$ cat src/rtl/spi_reg_bank.sv
// Double-buffered SPI register bank: write-only SPI frames land in shadow registers, i_commit publishes them.
// Latency: CSB pin rise -> shadow/pending/o_err (or live when DIRECT) in 4 cycles; i_commit -> o_regs in 1 cycle.
// Backpressure: none; SPI is free-running, frames arriving during CHECK/LOCKOUT are dropped, malformed frames pulse o_err.
//
// Ports:
//   i_clk, i_reset          system clock, asynchronous active-high reset
//   i_csb, i_sclk, i_mosi   SPI mode 0 pins, asynchronous to i_clk, MSB first
//   i_commit                copy every pending shadow to its live register (ignored when DIRECT=1)
//   o_regs                  live registers, register k at [k*DATA_W +: DATA_W]
//   o_pending               bit k set while shadow k holds an uncommitted write
//   o_err                   one-cycle pulse per rejected frame
//   o_busy                  synchronised chip select is low

module spi_reg_bank #(
    parameter int                         NREGS      = 8,
    parameter int                         ADDR_W     = 4,
    parameter int                         DATA_W     = 24,
    parameter logic [NREGS*DATA_W-1:0]    RESET_VALS = '0,
    parameter bit                         DIRECT     = 1'b0
) (
    input  logic                          i_clk,
    input  logic                          i_reset,
    input  logic                          i_csb,
    input  logic                          i_sclk,
    input  logic                          i_mosi,
    input  logic                          i_commit,
    output logic [NREGS*DATA_W-1:0]       o_regs,
    output logic [NREGS-1:0]              o_pending,
    output logic                          o_err,
    output logic                          o_busy
);

    localparam int FRAME_W = ADDR_W + DATA_W;
    localparam int CNT_W   = $clog2(FRAME_W + 2);

    localparam logic [CNT_W-1:0]  CNT_FULL = CNT_W'(FRAME_W);
    localparam logic [CNT_W-1:0]  CNT_MAX  = CNT_W'(FRAME_W + 1);
    localparam logic [ADDR_W:0]   NREGS_W  = (ADDR_W + 1)'(NREGS);

    typedef enum logic [1:0] {
        ST_LOCKOUT,
        ST_ARMED,
        ST_SHIFT,
        ST_CHECK
    } state_t;

    // ------------------------------------------------------------------
    // Pin synchronisers plus one history stage for edge detection.
    // CSB idles high through reset so o_busy reads 0 while in reset.
    // ------------------------------------------------------------------
    logic csb_s1, csb_s2, csb_d;
    logic sclk_s1, sclk_s2, sclk_d;
    logic mosi_s1, mosi_s2;

    always_ff @(posedge i_clk or posedge i_reset) begin
        if (i_reset) begin
            csb_s1  <= 1'b1;
            csb_s2  <= 1'b1;
            csb_d   <= 1'b1;
            sclk_s1 <= 1'b0;
            sclk_s2 <= 1'b0;
            sclk_d  <= 1'b0;
            mosi_s1 <= 1'b0;
            mosi_s2 <= 1'b0;
        end else begin
            csb_s1  <= i_csb;
            csb_s2  <= csb_s1;
            csb_d   <= csb_s2;
            sclk_s1 <= i_sclk;
            sclk_s2 <= sclk_s1;
            sclk_d  <= sclk_s2;
            mosi_s1 <= i_mosi;
            mosi_s2 <= mosi_s1;
        end
    end

    logic csb_rise;
    logic sclk_rise;

    assign csb_rise  = csb_s2 & ~csb_d;
    assign sclk_rise = sclk_s2 & ~sclk_d;
    assign o_busy    = ~csb_s2;

    // ------------------------------------------------------------------
    // Frame receiver FSM, shift register and saturating bit counter.
    // ------------------------------------------------------------------
    state_t               state;
    logic [FRAME_W-1:0]   shift_reg;
    logic [CNT_W-1:0]     bit_cnt;
    logic [1:0]           settle_cnt;

    logic [ADDR_W-1:0]    frame_addr;
    logic [DATA_W-1:0]    frame_data;
    logic                 frame_ok;
    logic                 wr_en;

    assign frame_addr = shift_reg[FRAME_W-1 -: ADDR_W];
    assign frame_data = shift_reg[DATA_W-1:0];
    // Exact length and an address that maps onto a real register.
    assign frame_ok   = (bit_cnt == CNT_FULL) && ({1'b0, frame_addr} < NREGS_W);
    assign wr_en      = (state == ST_CHECK) && frame_ok;

    always_ff @(posedge i_clk or posedge i_reset) begin
        if (i_reset) begin
            state      <= ST_LOCKOUT;
            shift_reg  <= '0;
            bit_cnt    <= '0;
            settle_cnt <= '0;
            o_err      <= 1'b0;
        end else begin
            o_err <= 1'b0;
            case (state)
                // The synchroniser still holds its reset value for the first
                // two cycles after reset; wait for it to refill from the pin
                // before trusting CSB high, otherwise a frame cut by reset
                // would be re-armed mid-frame and partly accepted.
                ST_LOCKOUT: begin
                    if (settle_cnt != 2'd2) begin
                        settle_cnt <= settle_cnt + 2'd1;
                    end else if (csb_s2) begin
                        state <= ST_ARMED;
                    end
                end
                ST_ARMED: begin
                    if (!csb_s2) begin
                        state   <= ST_SHIFT;
                        bit_cnt <= '0;
                    end
                end
                ST_SHIFT: begin
                    if (csb_rise) begin
                        state <= ST_CHECK;
                    end else if (sclk_rise) begin
                        shift_reg <= {shift_reg[FRAME_W-2:0], mosi_s2};
                        // Saturate one past a full frame so long frames stay invalid.
                        if (bit_cnt != CNT_MAX) begin
                            bit_cnt <= bit_cnt + CNT_W'(1);
                        end
                    end
                end
                ST_CHECK: begin
                    state <= ST_ARMED;
                    o_err <= ~frame_ok;
                end
                default: begin
                    state <= ST_LOCKOUT;
                end
            endcase
        end
    end

    // ------------------------------------------------------------------
    // Register storage. Commit reads the pre-cycle shadow/pending values,
    // so a write landing in the same cycle as a commit stays pending and
    // is published by the following commit.
    // ------------------------------------------------------------------
    logic [DATA_W-1:0] live_q   [NREGS];
    logic [DATA_W-1:0] shadow_q [NREGS];
    logic [NREGS-1:0]  pend_q;
    logic [NREGS-1:0]  wr_hit;

    always_comb begin
        wr_hit = '0;
        for (int k = 0; k < NREGS; k++) begin
            wr_hit[k] = wr_en && (frame_addr == ADDR_W'(k));
        end
    end

    always_ff @(posedge i_clk or posedge i_reset) begin
        if (i_reset) begin
            for (int k = 0; k < NREGS; k++) begin
                live_q[k]   <= RESET_VALS[k*DATA_W +: DATA_W];
                shadow_q[k] <= RESET_VALS[k*DATA_W +: DATA_W];
            end
            pend_q <= '0;
        end else begin
            for (int k = 0; k < NREGS; k++) begin
                if (DIRECT) begin
                    if (wr_hit[k]) begin
                        live_q[k] <= frame_data;
                    end
                end else begin
                    if (i_commit && pend_q[k]) begin
                        live_q[k] <= shadow_q[k];
                    end
                    if (wr_hit[k]) begin
                        shadow_q[k] <= frame_data;
                        pend_q[k]   <= 1'b1;
                    end else if (i_commit) begin
                        pend_q[k]   <= 1'b0;
                    end
                end
            end
        end
    end

    genvar g;
    generate
        for (g = 0; g < NREGS; g++) begin : g_out
            assign o_regs[g*DATA_W +: DATA_W] = live_q[g];
        end
    endgenerate

    assign o_pending = pend_q;

endmodule

$ cat config.mk
export PLATFORM = sky130hd
export DESIGN_NAME = spi_reg_bank
export DESIGN_NICKNAME = d
export VERILOG_FILES = /design/src/rtl/spi_reg_bank.sv
export SDC_FILE = /design/constraint.sdc
export NUM_CORES = 1
export LEC_CHECK = 0
export ABC_AREA = 1
export CELL_PAD_IN_SITES_DETAIL_PLACEMENT = 1
export CELL_PAD_IN_SITES_GLOBAL_PLACEMENT = 1
export CORE_MARGIN = 2
export CORE_UTILIZATION = 35
export DETAILED_ROUTE_END_ITERATION = 7
export GPL_ROUTABILITY_DRIVEN = 0
export GPL_TIMING_DRIVEN = 0
export PLACE_DENSITY = 0.71
export SYNTH_ARGS = -nofsm -noshare
export SYNTH_HDL_FRONTEND = slang
export SYNTH_SLANG_ARGS = --single-unit
$ cat constraint.sdc
create_clock -name i_clk -period 14.65 [get_ports i_clk]
set_input_delay 2.93 -clock i_clk [delete_from_list [all_inputs] [get_ports i_clk]]
set_output_delay 2.93 -clock i_clk [all_outputs]
set_load 0.02 [all_outputs]
; ---- After elaboration in Yosys (flattened, before gate mapping)
; Index checks and enable logic that the tools add are counted.
[word_totals]
regBits = 438
inputBits = 6
output_inout_bits = 202
wordCells = 120
[classes]
n_addsub = 2
order_cmp = 1
n_eq_ne = 20
mux = 20
n_bitwise = 7
n_reduce_logical = 33
[ops]
columns = operator, count
row1 = two-way mux 5 bit, 4
row2 = logical AND 1 bit, 18
row3 = nonzero test 2 bit, 9
row4 = equality test 4 x 3 -> 1 bit (second input constant), 4
row5 = inequality test 2 bit (second input constant), 8
row6 = two-way mux 1 bit, 10
row7 = case mux 5 bit (2 select lines), 1
row8 = equality test 4 x 2 -> 1 bit (second input constant), 2
row9 = two-way mux 2 bit, 4
row10 = case mux 2 bit (4 select lines), 1
row11 = adder 5 x 1 -> 5 bit (second input constant), 1
row12 = equality test 5 bit (second input constant), 1
row13 = inequality test 5 bit (second input constant), 1
row14 = NOT 1 bit, 5
row15 = AND reduction 5 bit, 1
row16 = equality test 2 bit (second input constant), 2
row17 = equality test 4 x 1 -> 1 bit (second input constant), 1
row18 = logical NOT 4 bit, 1
row19 = less-than comparator 4 bit (second input constant), 1
row20 = AND reduction 4 bit, 1
row21 = AND reduction 3 bit, 1
row22 = adder 2 x 1 -> 2 bit (second input constant), 1
row23 = AND 1 bit, 2
row24 = equality test 2 x 1 -> 1 bit (second input constant), 1
row25 = 2 further kinds, 2

; ---- Logic depth before layout (Yosys ltp)
; Gate-level depths: netlist (run 1).
[depth]
depth_word = 5
ltp_mapped = 10

; ---- Worst setup path before layout (run 1)
; Ideal clock, no wire load.
[synth_timing]
path_kind = input port to flip-flop
start = input port i_commit
end = register live_q, in the netlist o_regs[10]
t_arrival_ps = 3958
required_ps = 14525
path_slack_ps = 10568
path_stages = 4
cell_sequence = clkbuf_1 -> nand2_1 -> clkbuf_1 -> mux2_2
[synth_between]
elab_chain_cells = 1
[synth_rtl]
columns = item, line
row1 = "start, declared", 26  ; input logic i_commit,
row2 = logical AND 1 bit, 183  ; if (i_commit && pend_q[k]) begin
row3 = "end signal, assigned by index", 172  ; live_q[k] <= RESET_VALS[k*DATA_W +: DATA_W];
row4 = "end signal, assigned by index", 180  ; live_q[k] <= frame_data;
row5 = "end signal, assigned by index", 184  ; live_q[k] <= shadow_q[k];
row6 = "end, declared", 157  ; logic [DATA_W-1:0] live_q [NREGS];
; No other way between the ends.
; A chain may end at the register's enable or synchronous reset.

; ---- Worst setup path after layout (run 1)
[layout_timing]
start = register csb_s2
end = output port o_busy
[layout_between]
elab_chain_cells = 1
[layout_rtl]
columns = item, line
row1 = "start, declared", 51  ; logic csb_s1, csb_s2, csb_d;
row2 = "start signal, assigned", 67  ; csb_s2 <= csb_s1;
row3 = NOT 1 bit, 82  ; assign o_busy = ~csb_s2;
row4 = "end, declared", 30  ; output logic o_busy
; No other way between the ends.

==> results of run 1 <==
area by class of cell:
type | instances | area (um^2)
Multi-Input combinational cell | 738 | 4630
Fill cell | 4750 | 24700
Buffer | 65 | 314
Timing Repair Buffer | 218 | 2300
Inverter | 53 | 203
Tap cell | 600 | 751
Sequential cell | 438 | 11000
Clock inverter | 8 | 65.1
Clock buffer | 75 | 1480
metrics by stage:
stage / std cells / total power, mW / utilization [%] / hold slack, ps / area (um^2)
final: 2195 / 2.56 / 45.6 / 356 / 20700
after global routing: 2195 / 2.66 / 45.6 / 360 / 20700
after CTS: 2195 / 2.60 / 45.6 / 358 / 20700
after detailed placement: 2112 / 1.40 / 42.2 / 350 / 19200
after global placement: 2100 / 1.39 / 41.7 / 350 / 18900
after floorplan: 1294 / 1.33 / - / 331 / 16100
kinds of logic (layout without fill, tap and decap cells):
| logic type | count (synthesis) | in the layout | synth area share [%] |
|---|---|---|---|
| fa+ha+maj | 9 | 9 | 0.699 |
| compound gates | 234 | 234 | 7.29 |
| simple gates | 302 | 302 | 7.26 |
| mux | 192 | 192 | 13.4 |
| xor+xnor | 1 | 1 | 0.0544 |
| buf+inv | 118 | 419 | 3.19 |
| flops | 438 | 438 | 68.1 |
layout by cell type (no fill, tap or decap):
| cell | netlist | final |
|---|---|---|
| a21oi_1 | 2 | 2 |
| buf_1 | 6 | 6 |
| buf_12 | 0 | 12 |
| buf_2 | 14 | 14 |
| buf_6 | 7 | 7 |
| bufinv_16 | 0 | 1 |
| clkbuf_1 | 38 | 48 |
| clkbuf_16 | 0 | 49 |
| clkbuf_8 | 0 | 16 |
| clkdlybuf4s50_1 | 0 | 206 |
| clkinv_2 | 0 | 7 |
| clkinvlp_4 | 0 | 1 |
| dfrtp_1 | 435 | 435 |
| dfstp_2 | 3 | 3 |
| ha_1 | 9 | 9 |
| inv_1 | 53 | 52 |
| mux2_2 | 192 | 192 |
| nand2_1 | 269 | 269 |
| nand3_1 | 9 | 9 |
| nand3b_1 | 1 | 1 |
| nand4_1 | 2 | 2 |
| nor2_1 | 19 | 19 |
| nor3_4 | 1 | 1 |
| o21ai_0 | 226 | 226 |
| o21ai_1 | 5 | 5 |
| o21bai_1 | 1 | 1 |
| or2_2 | 1 | 1 |
| xor2_1 | 1 | 1 |
per-layer routing:
metal	vias up	share of wire, %
met3	62	4.5
met4	0	2.0
met2	221	49
li1	4826	-
met1	5567	45
met5	-	0
where the power goes:
part	internal, mW	leakage, nW	switching (mW)	total [mW]
logic	0.0298	2.82	0.110	0.140
clock network	0.707	0.772	0.481	1.19
registers	1.22	6.08	0.0103	1.23
how the worst min path moves through the flow:
stage,startpoint,to,slack [ps],cells past startpoint
after global placement,csb_s1,csb_s2,350,0
after floorplan,mosi_s1,mosi_s2,330,0
after global routing,csb_s1,csb_s2,360,0
after detailed placement,csb_s1,csb_s2,350,0
final,csb_s1,csb_s2,360,0
after CTS,csb_s1,csb_s2,360,0
==> run metrics, run 1 <==
status=finished, final reports clean; area delta synth->final=28.6%; critical path required time=11720 ps; largest net degree at the start of global routing=45; Worst Path Arrival=1750 ps; Pins Over Slew Limit=0; post-synthesis net count=1309; delay-heaviest family, CP=buffers and inverters; Worst-path clk slew=60 ps; share of cells above drive strength 1=19.1%; top post-synthesis cells by area=dfrtp_1 (68%), mux2_2 (13%), o21ai_0 (7.0%); Via density=4.86; IO Pins=208; critical path's slowest cell=dfstp_2; critical path, cell by cell=inv_1, clkdlybuf4s50_1; FF-to-FF End=shift_reg[6]; dominant synthesized flop cell=dfrtp_1; gr usage total=20.3%; port bufs=206; synthesized instance count=1294; number of max-cap violations=0; period utilization=32.0%; Worst Setup EP=o_busy; CP startpoint=csb_s2; DPL Wire Length=31600 um; Final ANT Viol Nets=0; Hold Violations, Final=0; GR Util met3=3.09%; Max VDD drop=69.9 uV; Post-CTS Setup Inserts=0; Slew HR=48.0%; sequential-to-total area share from yosys stat=68.1%; synthesized area per cell=12.4 um^2; DR WL/cell=21.6 um; first-pass GRT wire length=71900 um; TritonCTS sink count=438; final setup vio count=0; number of remaining DRC errors=0; WS Path Type=flop to output pin; number of synthesis warnings=0; Levels on crit path=2; Synth top cells by count=dfrtp_1 (435), nand2_1 (269), o21ai_0 (226); maximum fanout along the worst path=5; asr flop ratio synth=100%; Setup WS pre-CTS=9610 ps; Largest stage delay, worst path=560 ps; 1st-pass router iterations=7; Synth area leader=dfrtp_1; die area=0.0477 mm^2; TritonCTS clock tree=done; final worst slack=9970 ps; Worst-Skew Late Latency=570 ps; Crit. End Element=output pin; Resize count post-CTS=0; Die Y=218 um; most frequent cell after synthesis=dfrtp_1; GR Util met1=27.7%; CTS root buf=clkbuf_16; reg2reg start=state[0]; Vias=10700; leakage=9.68 nW; unrepaired setup endpoints after global routing=false; Netlist cell types=21; Most Crowded Layer GR=met2; worst reg2reg setup slack=12290 ps; cells on worst reg2reg path=10; Diodes inserted=0; mapped cell area=0.0161 mm^2; hold crit path type=flop to flop; initial antenna violation count=6; PD cells=124 mW/mm^2; Iteration-0 DRC Markers=584; number of global-route vias before repair=11500; Die Wd=218 um; Final Critical Period=4680 ps; fin nets=1576; Max Freq=214 MHz; H-tree depth=2; Initial Util=35.5%; Clock Path Buffers=3; core region area=0.0454 mm^2; Detailed Route WL=47400 um; Post-synth EDFFs=0; GR Util met2=33.7%; setup_tns=0 ps; synthesis-stage register bit count=438; total gr overflow=0; share of Yosys cell area claimed by the top area cell type=67.6%; Rows=78; Startpoint Class=flop; Max Clock Skew=13.4 ps; hold_buf cts=0; Tightest Pin Transition=779 ps; count of buffer and inverter cells on the critical path=2; CTS buffer count=47
(Power assumes the default switching activity.)
==> run 2, diff against run 1 <==
--- a/config.mk
+++ b/config.mk
@@ -13,7 +13,7 @@
 export DETAILED_ROUTE_END_ITERATION = 7
 export GPL_ROUTABILITY_DRIVEN = 0
 export GPL_TIMING_DRIVEN = 0
-export PLACE_DENSITY = 0.71
+export PLACE_DENSITY = 0.69
 export SYNTH_ARGS = -nofsm -noshare
 export SYNTH_HDL_FRONTEND = slang
 export SYNTH_SLANG_ARGS = --single-unit
==> constraint.sdc (replaced) <==
create_clock -name i_clk -period 4.4 [get_ports i_clk]
set_input_delay 0.88 -clock i_clk [delete_from_list [all_inputs] [get_ports i_clk]]
set_output_delay 0.88 -clock i_clk [all_outputs]
set_load 0.02 [all_outputs]
==> run metrics, run 2 (synthesis results as in run 1) <==
Post-CTS Setup Inserts=0 (unchanged); CTS buffer count=48 (+2.1%); Largest stage delay, worst path=580 ps (+20 ps); DPL Wire Length=31500 um (-0.53%); critical path's slowest cell=dfstp_2; Tightest Pin Transition=826 ps (+47.0 ps); Worst Path Arrival=1770 ps (+20 ps); Initial Util=35.5% (unchanged); WS Path Type=flop to output pin; number of max-cap violations=0 (unchanged); Placed Cells=2111 (-0.047%); final cell count without fillers=2194 (-0.046%); Startpoint Class=flop; fillcell total=4812 (+1.3%); number of global-route vias before repair=11500 (unchanged); Diodes inserted=0 (unchanged); Pins Over Slew Limit=0 (unchanged); critical path required time=3520 ps (-8200 ps); Slew HR=44.9% (-3.1 points); DR WL/cell=21.5 um (-0.58%); share of cells above drive strength 1=18.6% (-0.43 points); initial antenna violation count=4 (-2); Max VDD drop=230 uV (+230%); Die Y=218 um (unchanged); 1st-pass router iterations=5 (-2); Hold Violations, Final=0 (unchanged); Final ANT Viol Nets=0 (unchanged); PD cells=410 mW/mm^2 (+230%); Vias=10800 (+0.97%); hold crit path type=flop to flop; CTS root buf=clkbuf_16; IO Pins=208 (unchanged); Worst-Skew Late Latency=570 ps (about the same); period utilization=60.1%; fin nets=1576 (unchanged); register area=0.0110 mm^2 (unchanged); TritonCTS sink count=438 (unchanged); maximum fanout along the worst path=5 (unchanged); status=finished, final reports clean; Clock Path Buffers=3 (unchanged); area delta synth->final=28.2%; gr usage total=20.3% (-0.036 points); Rows=78 (unchanged); leakage=9.64 nW (-0.47%); Via density=4.91 (+1.0%); port bufs=206 (unchanged); H-tree depth=2 (unchanged); Die Wd=218 um (unchanged); critical path, cell by cell=inv_1, clkdlybuf4s50_1; final setup vio count=0 (unchanged); die area=0.0477 mm^2 (unchanged); Final Critical Period=2650 ps; unrepaired setup endpoints after global routing=false; first-pass GRT wire length=71900 um (about the same); Worst-path clk slew=60 ps (about the same); core region area=0.0454 mm^2 (unchanged); Max Clock Skew=21.0 ps (+7.61 ps); multi-input logic area=0.00463 mm^2 (unchanged); Detailed Route WL=47100 um (-0.62%); Max Freq=378 MHz; most frequent cells in the layout=dfrtp_1 (435), nand2_1 (269), o21ai_0 (226); Iteration-0 DRC Markers=663 (+14%); Crit. End Element=output pin; hold_buf cts=0 (unchanged); total gr overflow=0 (unchanged); WHS=360 ps (+4.54 ps); largest net degree at the start of global routing=45 (unchanged); TritonCTS clock tree=done; Resize count post-CTS=0 (unchanged); commonest non-fill, non-tap cell in the layout=dfrtp_1; number of remaining DRC errors=0 (unchanged)
-- run 2: where the power goes --
group / internal (mW) / switching [mW]
Combinational: 0.0980 / 0.366
Clock: 2.29 / 1.60
Sequential: 4.07 / 0.0313
-- run 2: worst max-delay path, delay by kind of cell (launching register included) --
| kind | cells | cell delay, ps |
|---|---|---|
| flops | 1 | 580 |
| buf+inv | 2 | 620 |
-- run 2: layout make-up --
class                      count  share of cell area [%]
timing repair buffer         217                    11.1
multi-input combinational    738                    22.4
inverter                      53                   0.982
tap                          600                    3.64
clock inverter                10                   0.515
sequential                   438                    53.1
clock buffer                  73                    6.76
buffer                        65                    1.52
-- run 2: routing by layer --
metal | up-vias | routed length, um | global-route usage, %
met4 | 2 | 1230 | 6.37
met1 | 5624 | 21000 | 27.3
met3 | 73 | 1980 | 3.31
met5 | - | 13 | 0
met2 | 226 | 22900 | 33.5
li1 | 4855 | - | -
-- run 2: worst paths after layout --
check | from | endpoint | slack, ps | cells after the start
max reg2reg | state[0] | shift_reg[21] | 2080 | 10
max | csb_s2 | o_busy | 1750 | 2
min reg2reg | mosi_s1 | mosi_s2 | 360 | 0
max in group asynchronous | i_reset | o_regs[72] | 1910 | 7
min | mosi_s1 | mosi_s2 | 360 | 0
min in group asynchronous | i_reset | o_regs[100] | 800 | 2
-- run 2: per-stage QoR --
step | area, um^2 | utilization (%) | setup TNS [ps] | worst slack, ps | power [mW]
finish | 20600 | 45.5 | 0 | 1750 | 8.46
global route | 20600 | 45.5 | 0 | 1630 | 8.77
CTS | 20600 | 45.5 | 0 | 1710 | 8.58
detailed placement | 19100 | 42.2 | 0 | 1240 | 4.66
global placement | 18900 | 41.7 | -2226800 | -5160 | 4.62
floorplan | 16100 | - | -1044020 | -2390 | 4.41
==> run 3, diff against run 2 <==
==> constraint.sdc (replaced) <==
create_clock -name i_clk -period 2.5 [get_ports i_clk]
set_input_delay 0.5 -clock i_clk [delete_from_list [all_inputs] [get_ports i_clk]]
set_output_delay 0.5 -clock i_clk [all_outputs]
set_load 0.02 [all_outputs]
==> run metrics, run 3 (synthesis results as in run 1) <==
cells on worst reg2reg path=9 (-1); Initial Util=35.5% (unchanged); total gr overflow=0 (unchanged); leakage=9.63 nW (about the same); critical path's slowest cell=dfstp_2; IO Pins=208 (unchanged); Max Clock Skew=18.5 ps (-2.58 ps); number of global-route vias before repair=11500 (unchanged); Tightest Pin Transition=823 ps (-3.34 ps); Max VDD drop=405 uV (+76%); Crit. End Element=output pin; number of remaining DRC errors=0 (unchanged); Max Freq=441 MHz; critical path, cell by cell=inv_1, clkdlybuf4s50_1; Die Y=218 um (unchanged); Slew HR=45.1% (+0.22 points); TritonCTS clock tree=done; WS Path Type=flop to output pin; Vias=10700 (-0.56%); Sw Pwr=3.51 mW (+76%); maximum fanout along the worst path=5 (unchanged); die area=0.0477 mm^2 (unchanged); Diodes inserted=0 (unchanged); TritonCTS sink count=438 (unchanged); critical path required time=2000 ps (-1520 ps); unrepaired setup endpoints after global routing=false; Pint=11.4 mW (+76%); DR WL/cell=21.5 um (about the same); Largest stage delay, worst path=580 ps (about the same); Clock Path Buffers=3 (unchanged); Worst Path Arrival=1770 ps (about the same); Hold Crit Depth=1 (+1); Startpoint Class=flop; largest net degree at the start of global routing=45 (unchanged); hold crit path type=input pin to flop; number of max-cap violations=0 (unchanged); Worst-path clk slew=60 ps (about the same); initial antenna violation count=4 (unchanged); CTS root buf=clkbuf_16; Rows=78 (unchanged); Via density=4.89 (-0.51%); Iteration-0 DRC Markers=685 (+3.3%); Final Cell Area=0.0206 mm^2 (about the same); port bufs=206 (unchanged); placed cell area=0.0191 mm^2 (unchanged); Die Wd=218 um (unchanged); gr usage total=20.3% (unchanged); share of cells above drive strength 1=18.6% (about the same); Flop pwr share=48.5% (about the same); Pins Over Slew Limit=0 (unchanged); worst reg2reg setup slack=280 ps (-1800 ps); Setup WS pre-CTS=-282 ps (-1520 ps); Combinational Power Share=5.5% (about the same); Detailed Route WL=47100 um (about the same); CTS buffer count=48 (unchanged); status=finished, final reports clean; PD cells=721 mW/mm^2 (+76%); area delta synth->final=28.2% (about the same); Clk pwr share=46.0% (about the same); final worst slack=235 ps (-1520 ps); Final Critical Period=2270 ps; WHS=336 ps (-24.9 ps); DPL Wire Length=31500 um (unchanged); H-tree depth=2 (unchanged); Sw Share=23.6% (about the same); Hold Violations, Final=0 (unchanged); 1st-pass router iterations=4 (-1); final setup vio count=0 (unchanged); first-pass GRT wire length=71900 um (unchanged); Final ANT Viol Nets=0 (unchanged); Worst-Skew Late Latency=570 ps (about the same); fin nets=1575 (-0.063%); commonest non-fill, non-tap cell in the layout=dfrtp_1; period utilization=90.6%; most frequent cells in the layout=dfrtp_1 (435), nand2_1 (269), o21ai_0 (226); hold_buf cts=0 (unchanged); core region area=0.0454 mm^2 (unchanged)
## run 3: cell count changes in the layout (fill, tap and decap cells not counted)
cell	previous run	this run
clkbuf_1	54	53
## run 3: path summary, 6_finish.rpt
kind	start	to
max in group asynchronous	i_reset	o_regs[72]
hold / removal	i_csb	csb_s1
min in group asynchronous	i_reset	o_regs[100]
setup / recovery	csb_s2	o_busy
hold reg to reg	mosi_s1	mosi_s2
setup reg to reg	state[0]	shift_reg[25]
## run 3: metal layers
metal	GRT usage, %	vias to the layer above	wire, um
met5	0	-	13
met4	6.37	2	1220
met3	3.31	72	1990
met2	33.5	218	22900
met1	27.3	5586	21000
li1	-	4842	-
## run 3: critical path: cells and delay by family (launching register included)
family | cells | cell delay, ps
buf+inv | 2 | 620
flops | 1 | 580
## run 3: repair_timing
action / in CTS / in global routing
buffers inserted: 0 / 0
hold endpoints to repair: 0 / 0
gates resized for setup: 0 / 0
setup endpoints to repair: 0 / 24
## run 3: stage by stage
step / instances / power (mW) / util [%] / setup TNS (ps)
6_report: 2193 / 14.9 / 45.5 / 0
5_1_grt: 2193 / 15.4 / 45.5 / 0
4_1_cts: 2194 / 15.1 / 45.5 / 0
3_5_place_dp: 2111 / 8.20 / 42.2 / -15340
3_3_place_gp: 2100 / 8.12 / 41.7 / -2892560
2_1_floorplan: 1294 / 7.77 / - / -1709780
## run 3: area by class of cell
cell class / instances / area, um^2
multi-input combinational: 738 / 4630
fill: 4812 / 24700
tap: 600 / 751
clock inverter: 10 / 106
buffer: 64 / 310
timing repair buffer: 217 / 2280
sequential: 438 / 11000
inverter: 53 / 203
clock buffer: 73 / 1400
## run 3: power groups by stage
stage / clock network (mW) / logic [mW] / registers (mW)
finish: 6.85 / 0.815 / 7.22
global route: 7.30 / 0.915 / 7.23
CTS: 7.03 / 0.854 / 7.22
detailed placement: 0 / 0.847 / 7.35
global placement: 0 / 0.766 / 7.36
floorplan: 0 / 0.414 / 7.36
==> edit: new RTL, config.mk and constraints of run 2 <==
`ADDR_W`: 4 -> 6.
--- a/src/rtl/spi_reg_bank.sv
+++ b/src/rtl/spi_reg_bank.sv
@@ -13,7 +13,7 @@
 
 module spi_reg_bank #(
     parameter int                         NREGS      = 8,
-    parameter int                         ADDR_W     = 4,
+    parameter int                         ADDR_W     = 6,
     parameter int                         DATA_W     = 24,
     parameter logic [NREGS*DATA_W-1:0]    RESET_VALS = '0,
     parameter bit                         DIRECT     = 1'b0
Behaviour: no difference found for any inputs over 10 cycles, from zero or initial values and one cycle with i_reset high; that may be too few to reach the edited logic, so the function may still have changed.
==> edit against run 2 <==
  * Area after synthesis rose by 6.6%
  * Routed wire length rose by 5.3%
  * Sequential cell count rose by 2
  * Worst setup slack improved by 1.9 ps
  * Highest routed layer is now met4
  * Via count rose by 9.8%
  * Critical path type unchanged
  * Die area rose by 6.5%
  * Critical path depth did not move
  * Final area rose by 5.7%
  * Synthesized cell count rose by 18%
  * Register-to-register slack improved by 250 ps
Power is not compared: it rests on default switching activity, and its combinational part moved more than twofold at a synthesized area within 25%.
==> edit: results (changes against run 2) <==
Global routing
  – Pin count of the biggest net entering global routing: 44 (-2.2%)
  – Initial antenna violation count: 0 (-4)
  – First-pass GRT wire length: 76500 um (+6.4%)
  – Total GRT Usage: 20.0% (-0.28 points)
  – Number of global-route vias before repair: 12700 (+10%)

Synth
  – Post-synth net total: 1540 (+18%)
  – Top cells by area, synth: dfrtp_1 64%, nand2_1 13%, mux2_2 13%
  – Synth Area in Compound Gates: 1.25% (-6.0 points)
  – Adder-Cell Fraction of Synth Area: 0.656% (-0.043 points)
  – Seq/Total Area, Yosys: 64.2% (-3.9 points)
  – Top FF cell, synth: dfrtp_1
  – Netlist cell types: 26 (+24%)
  – Post-synth top cells: 588 x nand2_1, 437 x dfrtp_1, 192 x mux2_2, 49 x nand4_1, 44 x inv_1
  – Post-synthesis mux area share: 12.6% (-0.83 points)
  – XOR/XNOR Fraction of Synth Area: 0.0510% (-0.0034 points)

Cells and area
  – Multi-input gate count: 947 (+28%)
  – Bufs w/o clock: 310 (+9.9%)
  – Buffer share of cell area: 12.9% (+0.30 points)
  – Layout fillers: 5254 (+9.2%)
  – Proportion of layout cells with a drive suffix above 1: 19.8% (+1.2 points)
  – Sequential cell area share: 50.5% (-2.6 points)
  – Non-clock inverters: 45 (-15%)
  – Multi-input combinational area share: 25.0% (+2.6 points)
  – Fin nets: 1807 (+15%)
  – Diodes inserted: 1 (+1)
  – FFs & Latches: 440 (+0.46%)
  – Clock-cell share: 7.25% (-0.029 points)

Critical path
  – Reg-to-reg endpoint: shadow_q[58]
  – Reg-to-Reg Start: state[0]
  – Worst r2r path cells: 6 (-4)
  – CP max stage delay: 560 ps (-20 ps)
  – Reg2reg setup slack: 2330 ps (+250 ps)

Route
  – Total wire length: 49600 um (+5.3%)
  – Drt first-iter violations: 709 (+6.9%)
  – First-pass DRT Iterations: 4 (-1)
  – Via count: 11800 (+9.8%)

STA
  – Worst Skew: 24.8 ps (+3.76 ps)
  – Hold slack: 347 ps (-13.7 ps)
  – Slew Limit Headroom: 17.6% (-27 points)

CTS
  – Worst-Skew Late Latency: 580 ps
  – Root buffer cell: clkbuf_16

Placement
  – Hpwl dp: 33400 um (+6.0%)

Status
  – Outcome: complete, no violations
[edit: changes by cell type in the layout (fill, tap and decap cells not counted), moves of 5 or more]
cell      before  now
nor2_4         0    8
o21ai_0      226   30
nor2_1        19   31
nand2_1      269  588
nand4_1        2   49
buf_4          0   15
clkbuf_1      54   44
a21oi_1        2   13
o21ai_1        5    0
buf_1          6    1
inv_1         52   43
nand3_4        0    7
buf_2         14   37
[edit: cell families (layout without fill, tap and decap cells)]
logic type	after synthesis	count (layout)
compound gates	43	43
xor+xnor	1	1
fa+ha+maj	9	9
buf+inv	138	442
flops	440	440
mux	192	192
other cells	0	1
simple gates	702	702
[edit: how the worst max path moves through the flow]
| stage | start | endpoint | slack, ps | depth (start not counted) |
|---|---|---|---|---|
| after CTS | csb_s2 | o_busy | 1700 | 2 |
| after detailed placement | i_reset | csb_s1 | 1400 | 6 |
| after global placement | i_reset | o_regs[74] | -5310 | 2 |
| after floorplan | i_reset | bit_cnt[0] | -2420 | 1 |
| final | csb_s2 | o_busy | 1760 | 2 |
| after global routing | csb_s2 | o_busy | 1680 | 2 |
[edit: power breakdown]
| group | switching [uW] | internal, uW |
|---|---|---|
| combinational | 1380 | 255 |
| clock | 1630 | 2410 |
| sequential | 80.0 | 4200 |
| total | 3090 | 6860 |
[edit: routing by layer]
metal  global-route usage (%)  up-vias  share of wire, %
li1                         -     5447                 -
met2                     33.4      198                49
met4                     7.37        0               3.2
met1                     26.5     6111                45
met3                     2.80       81               3.4
met5                        0        -                 0
[edit: stage by stage]
step	setup WS, ps	instance area [um2]	power [uW]	std cells	util (%)
after floorplan	-2420	17200	5140	1525	-
after global placement	-5310	20000	5920	2353	41.1
after detailed placement	1400	20200	5980	2364	41.6
after CTS	1700	21800	10100	2451	44.8
after global routing	1680	21800	10300	2451	44.8
final	1760	21800	9950	2452	44.8
